$ cat src/rtl/axi4_read_burst_sequencer.sv
// Splits a linear read command into 4KB-safe AXI4 INCR bursts on AR,
// bounds outstanding bursts, watches R for rlast/rresp, reports one status.
// Ports: cmd_* command in, done_* completion out, ar_* AXI AR master,
// r_* monitored R channel (observe only), clk/rst async active-high reset.
module axi4_read_burst_sequencer #(
   parameter int ADDR_WIDTH      = 32,
   parameter int DATA_BYTES      = 4,
   parameter int MAX_BURST       = 16,
   parameter int MAX_OUTSTANDING = 4,
   parameter int COUNT_WIDTH     = 16
) (
   input  logic                   clk,
   input  logic                   rst,
   input  logic                   cmd_valid,
   output logic                   cmd_ready,
   input  logic [ADDR_WIDTH-1:0]  cmd_addr,
   input  logic [COUNT_WIDTH-1:0] cmd_beats,
   input  logic [2:0]             cmd_prot,
   output logic                   done_valid,
   input  logic                   done_ready,
   output logic [1:0]             done_resp,
   output logic                   ar_valid,
   input  logic                   ar_ready,
   output logic [ADDR_WIDTH-1:0]  ar_addr,
   output logic [7:0]             ar_len,
   output logic [2:0]             ar_size,
   output logic [1:0]             ar_burst,
   output logic [3:0]             ar_cache,
   output logic [2:0]             ar_prot,
   input  logic                   r_valid,
   input  logic                   r_ready,
   input  logic                   r_last,
   input  logic [1:0]             r_resp
);

   localparam int SIZE = $clog2(DATA_BYTES);
   localparam int OW   = $clog2(MAX_OUTSTANDING + 1);
   localparam int BW   = (COUNT_WIDTH > 13) ? COUNT_WIDTH : 13;

   typedef enum logic [1:0] {IDLE, ISSUE, DRAIN, DONE} state_t;

   state_t                 state, state_nxt;
   logic [ADDR_WIDTH-1:0]  addr_q;
   logic [COUNT_WIDTH-1:0] rem_q;
   logic [2:0]             prot_q;
   logic [OW-1:0]          out_q, out_nxt;
   logic [1:0]             resp_q;
   logic                   err_q;
   logic [12:0]            page_bytes;
   logic [BW-1:0]          page_beats, beats;
   logic                   can_issue, ar_fire, r_fire, dec;

   // Burst length: smallest of what is left, MAX_BURST, and room to 4KB.
   always_comb begin
      page_bytes = 13'h1000 - {1'b0, addr_q[11:0]};
      page_beats = BW'(page_bytes >> SIZE);
      beats      = BW'(rem_q);
      if (beats > BW'(MAX_BURST)) beats = BW'(MAX_BURST);
      if (beats > page_beats) beats = page_beats;
   end

   // Outstanding only grows on an AR fire, so once ar_valid rises it
   // cannot fall before ar_ready.
   assign can_issue = (state == ISSUE) &&
                      (out_q < OW'(MAX_OUTSTANDING));
   assign ar_fire   = can_issue & ar_ready;
   assign r_fire    = r_valid & r_ready;
   // A stray rlast with nothing outstanding is dropped.
   assign dec       = r_fire & r_last & (out_q != '0);
   assign out_nxt   = out_q + OW'(ar_fire) - OW'(dec);

   assign ar_valid  = can_issue;
   assign ar_addr   = addr_q;
   assign ar_prot   = prot_q;
   assign ar_size   = 3'(SIZE);
   assign ar_burst  = 2'b01;
   assign ar_cache  = 4'b0011;
   assign done_resp = resp_q;

   always_ff @(posedge clk or posedge rst) begin
      if (rst) state <= IDLE;
      else     state <= state_nxt;
   end

   always_comb begin
      state_nxt  = state;
      cmd_ready  = 1'b0;
      done_valid = 1'b0;
      ar_len     = 8'd0;
      unique case (state)
         IDLE: begin
            cmd_ready = 1'b1;
            if (cmd_valid)
               state_nxt = (cmd_beats == '0) ? DONE : ISSUE;
         end
         ISSUE: begin
            ar_len = 8'(beats - BW'(1));
            if (ar_fire && rem_q == COUNT_WIDTH'(beats))
               state_nxt = DRAIN;
         end
         // Look at the next count so the last rlast reaches DONE in 1 cycle.
         DRAIN: begin
            if (out_nxt == '0) state_nxt = DONE;
         end
         DONE: begin
            done_valid = 1'b1;
            if (done_ready) state_nxt = IDLE;
         end
         default: state_nxt = IDLE;
      endcase
   end

   always_ff @(posedge clk or posedge rst) begin
      if (rst) begin
         addr_q <= '0;
         rem_q  <= '0;
         prot_q <= '0;
         out_q  <= '0;
         resp_q <= 2'b00;
         err_q  <= 1'b0;
      end else begin
         out_q <= out_nxt;
         if (state == IDLE && cmd_valid) begin
            addr_q <= cmd_addr;
            rem_q  <= cmd_beats;
            prot_q <= cmd_prot;
            resp_q <= 2'b00;
            err_q  <= 1'b0;
         end
         if (ar_fire) begin
            addr_q <= addr_q + (ADDR_WIDTH'(beats) << SIZE);
            rem_q  <= rem_q - COUNT_WIDTH'(beats);
         end
         // First error response wins.
         if ((state == ISSUE || state == DRAIN) && r_fire &&
             r_resp != 2'b00 && !err_q) begin
            resp_q <= r_resp;
            err_q  <= 1'b1;
         end
      end
   end

endmodule

$ cat config.mk
export PLATFORM = sky130hd
export DESIGN_NAME = axi4_read_burst_sequencer
export DESIGN_NICKNAME = d
export VERILOG_FILES = /design/src/rtl/axi4_read_burst_sequencer.sv
export SDC_FILE = /design/constraint.sdc
export NUM_CORES = 1
export LEC_CHECK = 0
export CAP_MARGIN = 5
export CORE_ASPECT_RATIO = 0.6
export CORE_MARGIN = 5
export CORE_UTILIZATION = 52
export DETAILED_ROUTE_END_ITERATION = 10
export GPL_TIMING_DRIVEN = 0
export HOLD_SLACK_MARGIN = 0.06
export PLACE_DENSITY = 0.88
export SYNTH_ARGS = -nofsm -noshare
export SYNTH_HDL_FRONTEND = slang
export SYNTH_SLANG_ARGS = --single-unit
$ cat constraint.sdc
create_clock -name clk -period 5.9 [get_ports clk]
set_input_delay 1.475 -clock clk [delete_from_list [all_inputs] [get_ports clk]]
set_output_delay 1.475 -clock clk [all_outputs]
set_load 0.05 [all_outputs]
# Word level (Yosys, flattened, before mapping)
# Index checks and enable logic that the tools add are counted.
# word_totals
romBits	0
out_inout_bits	57
reg_bits	59
latch_bits	0
mem_count	0
wordCells	63
ramBits	0
in_bits	61
# op_classes
reduce_logical	16
n_bitwise	4
n_eq_ne	8
addsub	6
shifts	0
order_cmp	3
mul	0
muxes	19
div_mod_pow	0
# op_table
operator	n
$mux W16	4
$mux W32	2
$add A32 B18 Y32	1
$eq A16 B16 Y1	1
$gt A16 B11 Y1	1
$gt A16 B5 Y1 const B	1
$logic_not A16 Y1	1
$sub A16 B16 Y16	1
$mux W2	7
$sub A13 B12 Y13 const A	1
$mux W8	1
$ne A2 B2 Y1 const B	4
$pmux W2 S4	1
$sub A8 B1 Y8 const B	1
$logic_and A1 B1 Y1	6
$reduce_bool A2 Y1	3
$and A1 B1 Y1	4
$eq A2 B2 Y1 const B	2
$mux W1	4
$reduce_and A4 Y1	1
$add A3 B1 Y3	1
$logic_not A3 Y1	1
$lt A3 B3 Y1 const B	1
$reduce_bool A3 Y1	1
5 further kinds	5

# Logic depth before layout (Yosys ltp)
# depth
depth_word	8
ltp_mapped	25
depth_no_buf	24

# Worst setup path before layout
# No wires, ideal clock.
# synth_timing
path_type	register to output
from	register addr_q[1], in the netlist ar_addr[1]
to	output port ar_len[2]
stages_incl_launch_ff	19
setup_slack_ns	0.038
arrival_time_ns	4.387
t_required_ns	4.425
n_path_buf	3
path_cell_list	dfrtp_1 > nor4_4 > nand2_2 > or3_1 > buf_6 > xnor2_1 > ha_1 > a21o_1 > a21oi_1 > nand2_1 > o21ai_0 > buf_2 > buf_2 > nand2_1 > o21a_1 > ha_1 > nand2b_1 > or3_1 > o211ai_1
# synth_via
elab_chain_len	5
# synth_lines
item	line	source
from (decl)	43	logic [ADDR_WIDTH-1:0] addr_q;
from (signal assigned)	124	addr_q <= cmd_addr;
from (signal assigned)	131	addr_q <= addr_q + (ADDR_WIDTH'(beats) << SIZE);
$sub A13 B12 Y13 (*)	55	page_bytes = 13'h1000 - {1'b0, addr_q[11:0]};
$gt A16 B11 Y1	59	if (beats > page_beats) beats = page_beats;
$mux W16 (*)	59	
$sub A8 B1 Y8 (*)	97	ar_len = 8'(beats - BW'(1));
$mux W8 (*)	90	unique case (state)
to (decl)	25	output logic [7:0] ar_len,
# Every way passes the cells marked *; elsewhere a longest branch is shown, timed or not.

# Worst setup path after layout
# layout_timing
from	register rem_q[14]
to	output port ar_len[2]
# layout_via
elab_chain_len	6
# layout_lines
item	line	source
from (decl)	44	logic [COUNT_WIDTH-1:0] rem_q;
from (signal assigned)	125	rem_q <= cmd_beats;
from (signal assigned)	132	rem_q <= rem_q - COUNT_WIDTH'(beats);
$gt A16 B5 Y1	58	if (beats > BW'(MAX_BURST)) beats = BW'(MAX_BURST);
$mux W16 (*)	58	
$gt A16 B11 Y1	59	
$mux W16 (*)	59	
$sub A8 B1 Y8 (*)	97	
$mux W8 (*)	90	
# Marked as above.

==> flow_summary.yaml <==
timing:
  fmax_mhz: 171.1
  setup_violations: 0
  finClkSkew_ps: 5.265
  period_needed_ps: 5845
  period_share_pct: 99.07
  worst_slew_pin_slew_ps: 845.5
  fin_setup_tns_ps: 0
  slew_violations: 0
  timing.final.hold_violations: 0
  setup_slack_ps: 54.97
  slew_headroom_pct: 43.63
routing:
  dr_total_vias: 5868
  drt-pass1-iter-count: 5
  routed.top_layer: "met4"
  routed_wl_mm: 19.13
  route.met2.wl_mm: 8.480
  met3WireLength_mm: 2.109
  post_drt_wl_per_cell_um: 19.66
  remaining_drc_errors: 0
  viasPerCell: 6.031
  met1_length_mm: 8.164
  first_iter_violations: 638
  ant_nets: 0
synth:
  synth_cell_types: 65
  synth_xor_area_share_pct: 5.481
  yosysWarnings: 0
  synth_mux_area_share_pct: 5.967
  synthArstFlopShare_pct: 100.0
  yosys_most_used_dff: "dfrtp_1"
  synth-simple-area-share_pct: 20.42
  syn_area_per_cell_sq_um: 8.311
  synth_compound_area_share_pct: 22.64
  synth_seq_cells: 59
  yosys-top-cells-area: "dfrtp_1 27%, ha_1 11%, nand2_1 4.6%"
  yosys.area.top_type: "dfrtp_1"
  synthesis.area_sq_mm: 0.005410
  synthAdderAreaFrac_pct: 12.44
  netlist_instances: 651
  synth_top_area_share_pct: 27.29
  synth_top_family_by_area: "compound AO/OA/AOI/OAI gates"
  yosysSeqAreaShare_pct: 27.29
  synth-edff-count: 0
clock_tree:
  ctsRootBufferMaster: "clkbuf_16"
  numCtsBuffers: 9
  cts_tree: "yes"
  clkSlewWorstSetupHoldPaths_ps: 50
  clock_latency_ps: 340
  clock_sinks: 59
  clockBufferDepth: 2
  cts_max_level: 3
floorplan:
  core_sq_mm: 0.01002
  die_h_um: 89.01
  dieArea_sq_mm: 0.01261
  io_pins: 118
  fp.dieW_um: 141.7
  fp-row-count: 28
  start_util_pct: 54.00
global_route:
  grt_max_degree: 43
  grt_pass1_vias: 5711
  antenna_found_initial: 0
  grt_pass1_wl_mm: 29.30
  grt_overflow_total: 0
  grt_util_all_layers_pct: 29.53
cells_and_area:
  layout_common_cells: "104 x clkdlybuf4s50_1, 66 x nand2_1, 54 x dfrtp_1"
  regArea_sq_mm: 0.001483
  area_growth_syn_to_layout_pct: 39.82
  drive_above_1_share_pct: 15.87
  nNetsFinal: 946
  final_common_cell: "clkdlybuf4s50_1"
  antenna_cells: 0
  postLayoutCellArea_sq_mm: 0.007565
  fill_cells: 723
  multi_input_area_sq_mm: 0.003899
pwr:
  power.density_mw_per_mm2: 692.1
  finalPower_mw: 5.235
  p_leak_nw: 3.371
  vdd_drop_max_mv: 0.4046
job:
  drv_cap: 0
setup_path:
  worstSetupEndpointType: "primary output"
  cp_max_fo: 7
  crit_arrival_ps: 4370
  critPathSlowestCell: "dfrtp_1"
  crit_type: "reg2out"
  cp_top_family: "simple AND/OR/NAND/NOR gates"
  critical_path.cell_chain: "nor3_1 -> nand3_2 -> buf_4 -> a21oi_4 -> and2_4 -> ha_1 -> nor2b_1 -> o21a_1 -> o21ai_2 -> a21oi_2 -> o21ai_2 -> buf_6 -> buf_8 -> nand2_1 -> o21a_4 -> ha_4 -> nand2b_1 -> or3_1 -> o211ai_1 -> buf_4"
  cp.required_ps: 4430
  worstSetupStartpointType: "register"
  crit_buf_inv: 4
  worst_path_largest_cell_delay_ps: 400
status:
  status: "finished clean"
place:
  dp_hpwl_mm: 13.75
  dp_slack_ps: -1404
  io_buffers: 108
  post_dp_cell_area_sq_mm: 0.006763
  gp_congestion: 0.9326
worst_hold_path:
  holdCritPathClass: "reg2reg"
[worst min-delay path, delay by kind of cell (launching register included)]
kind	cells	cell delay (ps)
flops	1	340
simple gates	2	100
[power breakdown]
part	leakage, nW	internal [mW]	switching, mW
Combinational	2.54	1.50	2.31
Clock	0.141	0.338	0.186
Sequential	0.692	0.617	0.279
[final timing paths]
| check | from | endpoint | slack, ps | depth (start not counted) |
|---|---|---|---|---|
| min in group asynchronous | rst | done_resp[0] | 1460 | 2 |
| setup reg to reg | ar_addr[0] | rem_q[15] | 190 | 31 |
| hold / removal | err_q | err_q | 470 | 2 |
| setup / recovery | rem_q[14] | ar_len[2] | 50 | 20 |
| max in group asynchronous | rst | ar_addr[3] | 3860 | 3 |
| hold reg to reg | err_q | err_q | 470 | 2 |
[registers in the layout, summed over array words and instances, names as in the netlist]
| register | count |
|---|---|
| done_resp | 2 |
| state | 2 |
| rem_q | 16 |
| out_q | 3 |
| err_q | 1 |
| ar_prot | 3 |
| ar_addr | 32 |
[synth_stat cells (all sizes together) (10+ instances only)]
master,instances
a211oi,24
a21o,10
a21oi,44
a311oi,10
and3,18
buf,20
clkbuf,16
dfrtp,59
ha,49
inv,32
mux2,10
mux2i,21
nand2,67
nand2b,10
nand3,16
nor2,48
nor3,12
o21a,10
o21ai,45
xnor2,20
xor2,13
[final cells by class]
| class | count | share of cell area [%] |
|---|---|---|
| buffer | 36 | 2.762 |
| sequential | 59 | 19.60 |
| clock buffer | 14 | 3.358 |
| multi-input combinational | 546 | 51.54 |
| inverter | 32 | 1.588 |
| tap | 135 | 2.233 |
| clock inverter | 2 | 0.4631 |
| timing repair buffer | 149 | 18.46 |
[per-stage QoR]
step	utilization, %	instances	hold slack (ps)
after floorplan	-	673	431.9
after global placement	67.30	916	452.9
after detailed placement	67.50	917	463.7
after CTS	72.63	958	480.4
after global routing	75.50	973	516.2
final	75.50	973	474.1
[timing repair]
item                       CTS  global route
setup endpoints to repair   27            26
pin swaps                    6            14
buffers inserted            25            15
hold buffers                 0             0
resized for setup           36            39
[cells by family (layout without fill, tap and decap cells)]
family                     count (synthesis)  in the layout
and+or+nand+nor                          219            219
AOI/OAI and AO/OA                        187            187
buffers and inverters                     68            233
DFF                                       59             59
adders and majority gates                 52             52
xor gates and xnor gates                  33             33
muxes                                     31             31
other                                      2             24
[per-layer routing]
metal / up-vias / global-route usage [%]
met4: 0 / 8.014
met2: 351 / 46.78
met1: 2759 / 40.80
met5: - / 0
li1: 2710 / -
met3: 48 / 7.322
Power figures use the tool's default switching activity.
